[src/rtl/attn_pipe_ctrl_pkg.sv]
// Shared attention-pipeline definitions: stage count, stage indices, latency defaults
// and helpers for sizing the per-stage latency counters.
package attn_pipe_ctrl_pkg;

    localparam int NUM_STAGES    = 3;

    // Stage indices, also the bit positions in stage_en / stage_busy
    localparam int STG_QK        = 0;
    localparam int STG_SM        = 1;
    localparam int STG_SV        = 2;

    localparam int LAT_QK_DEF    = 1;
    localparam int LAT_SM_DEF    = 4;
    localparam int LAT_SV_DEF    = 1;
    localparam int CNT_WIDTH_DEF = 16;

    function automatic int max3(input int a, input int b, input int c);
        int m;
        m = (a > b) ? a : b;
        return (m > c) ? m : c;
    endfunction

    // One extra bit over clog2 keeps LAT-1 representable for every LAT, including 1
    function automatic int lat_cnt_width(input int max_lat);
        return $clog2(max_lat) + 1;
    endfunction

endpackage

[src/rtl/attn_pipe_ctrl_stage_slot.sv]
// One pipeline stage slot: occupied bit plus a down-counter of remaining compute cycles.
// The slot only tracks timing; when to leave is decided by the controller.
module attn_stage_slot #(
    parameter int LAT = 1,
    parameter int CW  = 1
) (
    input  logic clk,
    input  logic rst_n,
    input  logic i_load,
    input  logic i_adv,
    output logic o_busy,
    output logic o_done
);

    logic          r_occ;
    logic [CW-1:0] r_cnt;
    logic          w_occ_d;
    logic [CW-1:0] w_cnt_d;

    // Next state: a load wins over a departure so back-to-back jobs keep the slot occupied
    always_comb begin
        w_occ_d = r_occ;
        w_cnt_d = r_cnt;
        if (r_cnt != '0) begin
            w_cnt_d = r_cnt - CW'(1);
        end
        if (i_load) begin
            w_occ_d = 1'b1;
            w_cnt_d = CW'(LAT - 1);
        end else if (i_adv) begin
            w_occ_d = 1'b0;
        end
    end

    // State register, cleared asynchronously
    always_ff @(posedge clk or negedge rst_n) begin
        if (!rst_n) begin
            r_occ <= 1'b0;
            r_cnt <= '0;
        end else begin
            r_occ <= w_occ_d;
            r_cnt <= w_cnt_d;
        end
    end

    assign o_busy = r_occ;
    assign o_done = r_occ && (r_cnt == '0);

endmodule

[src/rtl/attn_pipe_ctrl.sv]
// Three-stage attention pipeline controller (QK matmul -> softmax -> SV matmul).
// Each stage holds one job; jobs move forward with zero-bubble pass-through and
// stall in place under downstream backpressure.
module attn_pipe_ctrl
    import attn_pipe_ctrl_pkg::*;
#(
    parameter int LAT_QK    = LAT_QK_DEF,
    parameter int LAT_SM    = LAT_SM_DEF,
    parameter int LAT_SV    = LAT_SV_DEF,
    parameter int CNT_WIDTH = CNT_WIDTH_DEF
) (
    input  logic                  clk,
    input  logic                  rst_n,
    input  logic                  in_valid,
    output logic                  in_ready,
    output logic                  out_valid,
    input  logic                  out_ready,
    output logic [NUM_STAGES-1:0] stage_en,
    output logic [NUM_STAGES-1:0] stage_busy,
    output logic [CNT_WIDTH-1:0]  job_cnt,
    output logic                  idle
);

    localparam int CW = lat_cnt_width(max3(LAT_QK, LAT_SM, LAT_SV));

    if (LAT_QK < 1 || LAT_SM < 1 || LAT_SV < 1) begin : g_lat_check
        $error("attn_pipe_ctrl: every stage latency must be at least 1");
    end

    logic [NUM_STAGES-1:0] w_busy;
    logic [NUM_STAGES-1:0] w_done;
    logic [NUM_STAGES-1:0] w_adv;
    logic                  w_accept;
    logic [CNT_WIDTH-1:0]  r_job_cnt;

    // Advance chain from the output backwards: a stage may leave if the next one is
    // empty or is itself leaving this cycle
    always_comb begin
        w_adv         = '0;
        w_adv[STG_SV] = w_done[STG_SV] && out_ready;
        w_adv[STG_SM] = w_done[STG_SM] && (!w_busy[STG_SV] || w_adv[STG_SV]);
        w_adv[STG_QK] = w_done[STG_QK] && (!w_busy[STG_SM] || w_adv[STG_SM]);
        in_ready      = !w_busy[STG_QK] || w_adv[STG_QK];
        w_accept      = in_valid && in_ready;
    end

    // Load enables share the edge with the occupancy update of the receiving slot
    always_comb begin
        stage_en         = '0;
        stage_en[STG_QK] = w_accept;
        stage_en[STG_SM] = w_adv[STG_QK];
        stage_en[STG_SV] = w_adv[STG_SM];
    end

    attn_stage_slot #(
        .LAT (LAT_QK),
        .CW  (CW)
    ) u_slot_qk (
        .clk    (clk),
        .rst_n  (rst_n),
        .i_load (stage_en[STG_QK]),
        .i_adv  (w_adv[STG_QK]),
        .o_busy (w_busy[STG_QK]),
        .o_done (w_done[STG_QK])
    );

    attn_stage_slot #(
        .LAT (LAT_SM),
        .CW  (CW)
    ) u_slot_sm (
        .clk    (clk),
        .rst_n  (rst_n),
        .i_load (stage_en[STG_SM]),
        .i_adv  (w_adv[STG_SM]),
        .o_busy (w_busy[STG_SM]),
        .o_done (w_done[STG_SM])
    );

    attn_stage_slot #(
        .LAT (LAT_SV),
        .CW  (CW)
    ) u_slot_sv (
        .clk    (clk),
        .rst_n  (rst_n),
        .i_load (stage_en[STG_SV]),
        .i_adv  (w_adv[STG_SV]),
        .o_busy (w_busy[STG_SV]),
        .o_done (w_done[STG_SV])
    );

    // Completed-job counter, wraps naturally at 2^CNT_WIDTH
    always_ff @(posedge clk or negedge rst_n) begin
        if (!rst_n) begin
            r_job_cnt <= '0;
        end else if (w_adv[STG_SV]) begin
            r_job_cnt <= r_job_cnt + CNT_WIDTH'(1);
        end
    end

    assign out_valid  = w_done[STG_SV];
    assign stage_busy = w_busy;
    assign idle       = (w_busy == '0);
    assign job_cnt    = r_job_cnt;

endmodule

[config.mk]
export PLATFORM = sky130hd
export DESIGN_NAME = attn_pipe_ctrl
export DESIGN_NICKNAME = d
export VERILOG_FILES = /design/src/rtl/attn_pipe_ctrl_pkg.sv /design/src/rtl/attn_pipe_ctrl_stage_slot.sv /design/src/rtl/attn_pipe_ctrl.sv
export SDC_FILE = /design/constraint.sdc
export NUM_CORES = 1
export LEC_CHECK = 0
export ABC_CLOCK_PERIOD_IN_PS = 2200
export CORE_UTILIZATION = 45
export CTS_BUF_LIST = sky130_fd_sc_hd__clkbuf_4
export DETAILED_ROUTE_END_ITERATION = 10
export HOLD_SLACK_MARGIN = 0.03
export PLACE_DENSITY_LB_ADDON = 0.05
export SETUP_SLACK_MARGIN = 0.4
export SYNTH_ARGS = -nofsm -noshare
export SYNTH_HDL_FRONTEND = slang
export SYNTH_SLANG_ARGS = --single-unit
[constraint.sdc]
create_clock -name clk -period 2.2 [get_ports clk]
set_clock_uncertainty 0.1 [all_clocks]
set_input_delay 0.33 -clock clk [delete_from_list [all_inputs] [get_ports clk]]
set_output_delay 0.33 -clock clk [all_outputs]
set_load 0.01 [all_outputs]
==> reports/results.ini <==
[cells_and_area]
fin_nets = 192
drive_gt1_share_pct = 33.9
fin_area_sq_um = 2000
diodes = 0
area_delta_synth_final_pct = 44.7

[synthesis]
ys_seq_elements = 28
synth_xor_area_share_pct = 11.4
netlist_instances = 132
ys.flop_type = dfrtp_1
synth_cell_types = 31
synth_top_family_by_area = simple AND/OR/NAND/NOR gates
syn_area_sq_um = 1380
synth_compound_area_share_pct = 5.06
yosys.area_share.adder_pct = 6.33
syn_area_per_cell_sq_um = 10.5
synthArstFlopShare_pct = 100
synth-simple-area-share_pct = 18.2
yosysWarnings = 0
ys_seq_area_share_pct = 50.6
synth_edf_count = 0
synthMuxAreaShare_pct = 0.814
synth_nets = 143

[drt]
initialDrtViolationCount = 19
drc_errors = 1
ant_nets = 0
routed_wl_um = 2580
num_vias = 1039
routedWlPerCell_um = 12.2
firstDrtPassIters = 7
viasPerCell = 4.92

[pwr]
ir_drop_mv = 0.837
finalPower_w = 0.00212
p_switching_w = 0.000721
power_frac_seq_pct = 34.6
power_density_nw_per_um2 = 1060
switching_share_pct = 34.0
clkPwrFrac_pct = 15.7
p_comb_share_pct = 49.7
intPower_w = 0.00140
static-leakage-power_nw = 0.949

[timing]
slew_headroom_pct = 76.1
final_max_slew_viol_count = 0
finalSetupTns_ps = -32.2
hold_viol = 0
setup_viol = 1
max_slew.worst_pin.slew_ps = 359
grt_setup_unrepaired = true
max_freq_mhz = 448
fin_crit_sh_pct = 101
fin_crit_ps = 2230
worst_slack_ps = -32.2

[clocking]
holdBufCountCts = 0
root_buffer = clkbuf_4
clk-insertion-delay-late_ps = 320
tritoncts = yes
cts.sinks = 28
cts_inserted_buffers = 3
cts_buffer_depth = 2
clk_pin_slew_worst_paths_ps = 150
htree_levels = 1

[worst_setup_path]
reg2reg_setup_slack_ps = 250
critPathLaunch = u_slot_sv.r_cnt[0]
startpoint_type = register
reg2reg_from = u_slot_sv.r_cnt[0]
ff2ff_path_depth = 10
crit_path_max_fanout = 3
crit_required_ps = 1770
cp.arrival_ps = 1800
cp-end-kind = primary output
r2r-end = u_slot_qk.r_cnt[1]
worstSetupPathType = register to primary output

[floorplan]
die_x_um = 57.5
dieArea_sq_um = 3300
ios = 29
rows = 19
start_util_pct = 48.9
die_h_um = 57.5
core_sq_um = 2830

[placed_design]
numPortBuffers = 28
dpl_worst_slack_ps = -110
hpwl_um = 1820
gp_congestion = 0.783
dpl-instance-area_sq_um = 1730

[global_routing]
overflow = 0
grt_max_degree = 29
grt_usage_pct = 17.4
antenna_found_initial = 0
grt_pass1_wl_um = 4460
grt_pass1_vias = 1063

[min_path]
hold_class = input port to asynchronous set/reset pin

[run_status]
violations = design-rule violations, negative setup slack
status = finished with violations

[flow_run]
drv_cap = 0

==> Yosys cell counts (3+ instances only) <==
library cell	n	area (sq um)
nor2_1	12	45.0
nand2_1	14	52.6
inv_1	11	41.3
dfrtp_1	28	701
ha_1	7	87.6
nor2b_1	3	18.8
buf_4	7	52.6
nand3_1	5	25.0
xor2_1	7	61.3
xnor2_1	11	96.3
a21oi_1	3	15.0
==> power groups by stage <==
| stage | Clock (W) | Sequential, W | Combinational, W |
|---|---|---|---|
| after floorplan | 0 | 0.000764 | 0.000484 |
| after global routing | 0.000360 | 0.000746 | 0.00116 |
| final | 0.000333 | 0.000733 | 0.00105 |
| after CTS | 0.000347 | 0.000740 | 0.000975 |
| after global placement | 0 | 0.000752 | 0.000781 |
| after detailed placement | 0 | 0.000759 | 0.000808 |
==> worst max-delay path: stages (launching register included) <==
cell and delay, ps:
dfrtp_1 400, inv_2 50, ha_4 160, ha_4 160, a21boi_4 140, o21ai_2 80
buf_4 140, a31o_4 230, buf_6 110
==> final cells by class <==
| type | count | area, sq um |
|---|---|---|
| Inverter | 12 | 45.0 |
| Clock buffer | 3 | 22.5 |
| Clock inverter | 1 | 30.0 |
| Sequential cell | 28 | 703 |
| Fill cell | 232 | 827 |
| Multi-Input combinational cell | 83 | 696 |
| Timing Repair Buffer | 53 | 467 |
| Tap cell | 31 | 38.8 |
==> worst max path at each step <==
stage                     slack [ps]     endpoint  depth (start not counted)
after floorplan                  300  stage_en[0]                          8
after global placement          -110  stage_en[1]                          6
after detailed placement        -110  stage_en[1]                          6
after CTS                        -60  stage_en[0]                          8
after global routing            -130  stage_en[0]                          8
final                            -30  stage_en[0]                          8
==> sequential cells by signal, summed over array words and instances (netlist names) <==
| signal | count |
|---|---|
| job_cnt | 16 |
| u_slot_qk.o_busy | 1 |
| u_slot_qk.r_cnt | 3 |
| u_slot_sm.o_busy | 1 |
| u_slot_sm.r_cnt | 3 |
| u_slot_sv.o_busy | 1 |
| u_slot_sv.r_cnt | 3 |
==> per-layer routing <==
layer,GRT usage [%],wire length [um],vias to the layer above,part of all wire (%)
li1,-,-,517,-
met1,21.2,1120,500,44
met2,31.6,1340,20,52
met3,2.04,96,2,3.7
met4,6.27,19,0,0.74
met5,0,0,-,0
==> layout by cell type (no fill, tap or decap), drive strengths merged <==
master | synthesis | final
a211oi | 2 | 2
a21boi | 1 | 1
a21o | 1 | 1
a21oi | 3 | 3
a31o | 1 | 1
and2 | 1 | 1
and3 | 2 | 2
and4 | 1 | 1
buf | 7 | 28
bufinv | 0 | 1
clkbuf | 2 | 4
clkdlybuf4s15 | 0 | 2
clkdlybuf4s50 | 0 | 19
dfrtp | 28 | 28
dlygate4sd2 | 0 | 2
dlymetal6s2s | 0 | 1
ha | 7 | 7
inv | 12 | 12
mux2 | 1 | 1
nand2 | 14 | 14
nand2b | 1 | 1
nand3 | 6 | 6
nand4 | 2 | 2
nor2 | 12 | 12
nor2b | 3 | 3
nor3 | 3 | 3
nor4 | 2 | 2
o211ai | 1 | 1
o21ai | 1 | 1
xnor2 | 11 | 11
xor2 | 7 | 7
==> cells by family after synthesis <==
logic type      after synthesis
simple gates                 47
flops                        28
buf+inv                      21
xor+xnor                     18
compound gates               10
fa+ha+maj                     7
mux                           1
==> stage by stage <==
step                      cells  utilization (%)  hold slack, ps
after floorplan             132                -           -65.6
after global placement      193             61.3             358
after detailed placement    193             61.3             366
after CTS                   202             67.4             262
after global routing        211             70.8             299
final                       211             70.8             258
==> repair_timing <==
item                       4_1_cts  5_1_grt
setup endpoints to repair       23       28
pin swaps                        8        4
setup buffers                    5        9
cloned                           0        0
resized for setup               41        9
Note: power is estimated with default switching activity, not from simulation.
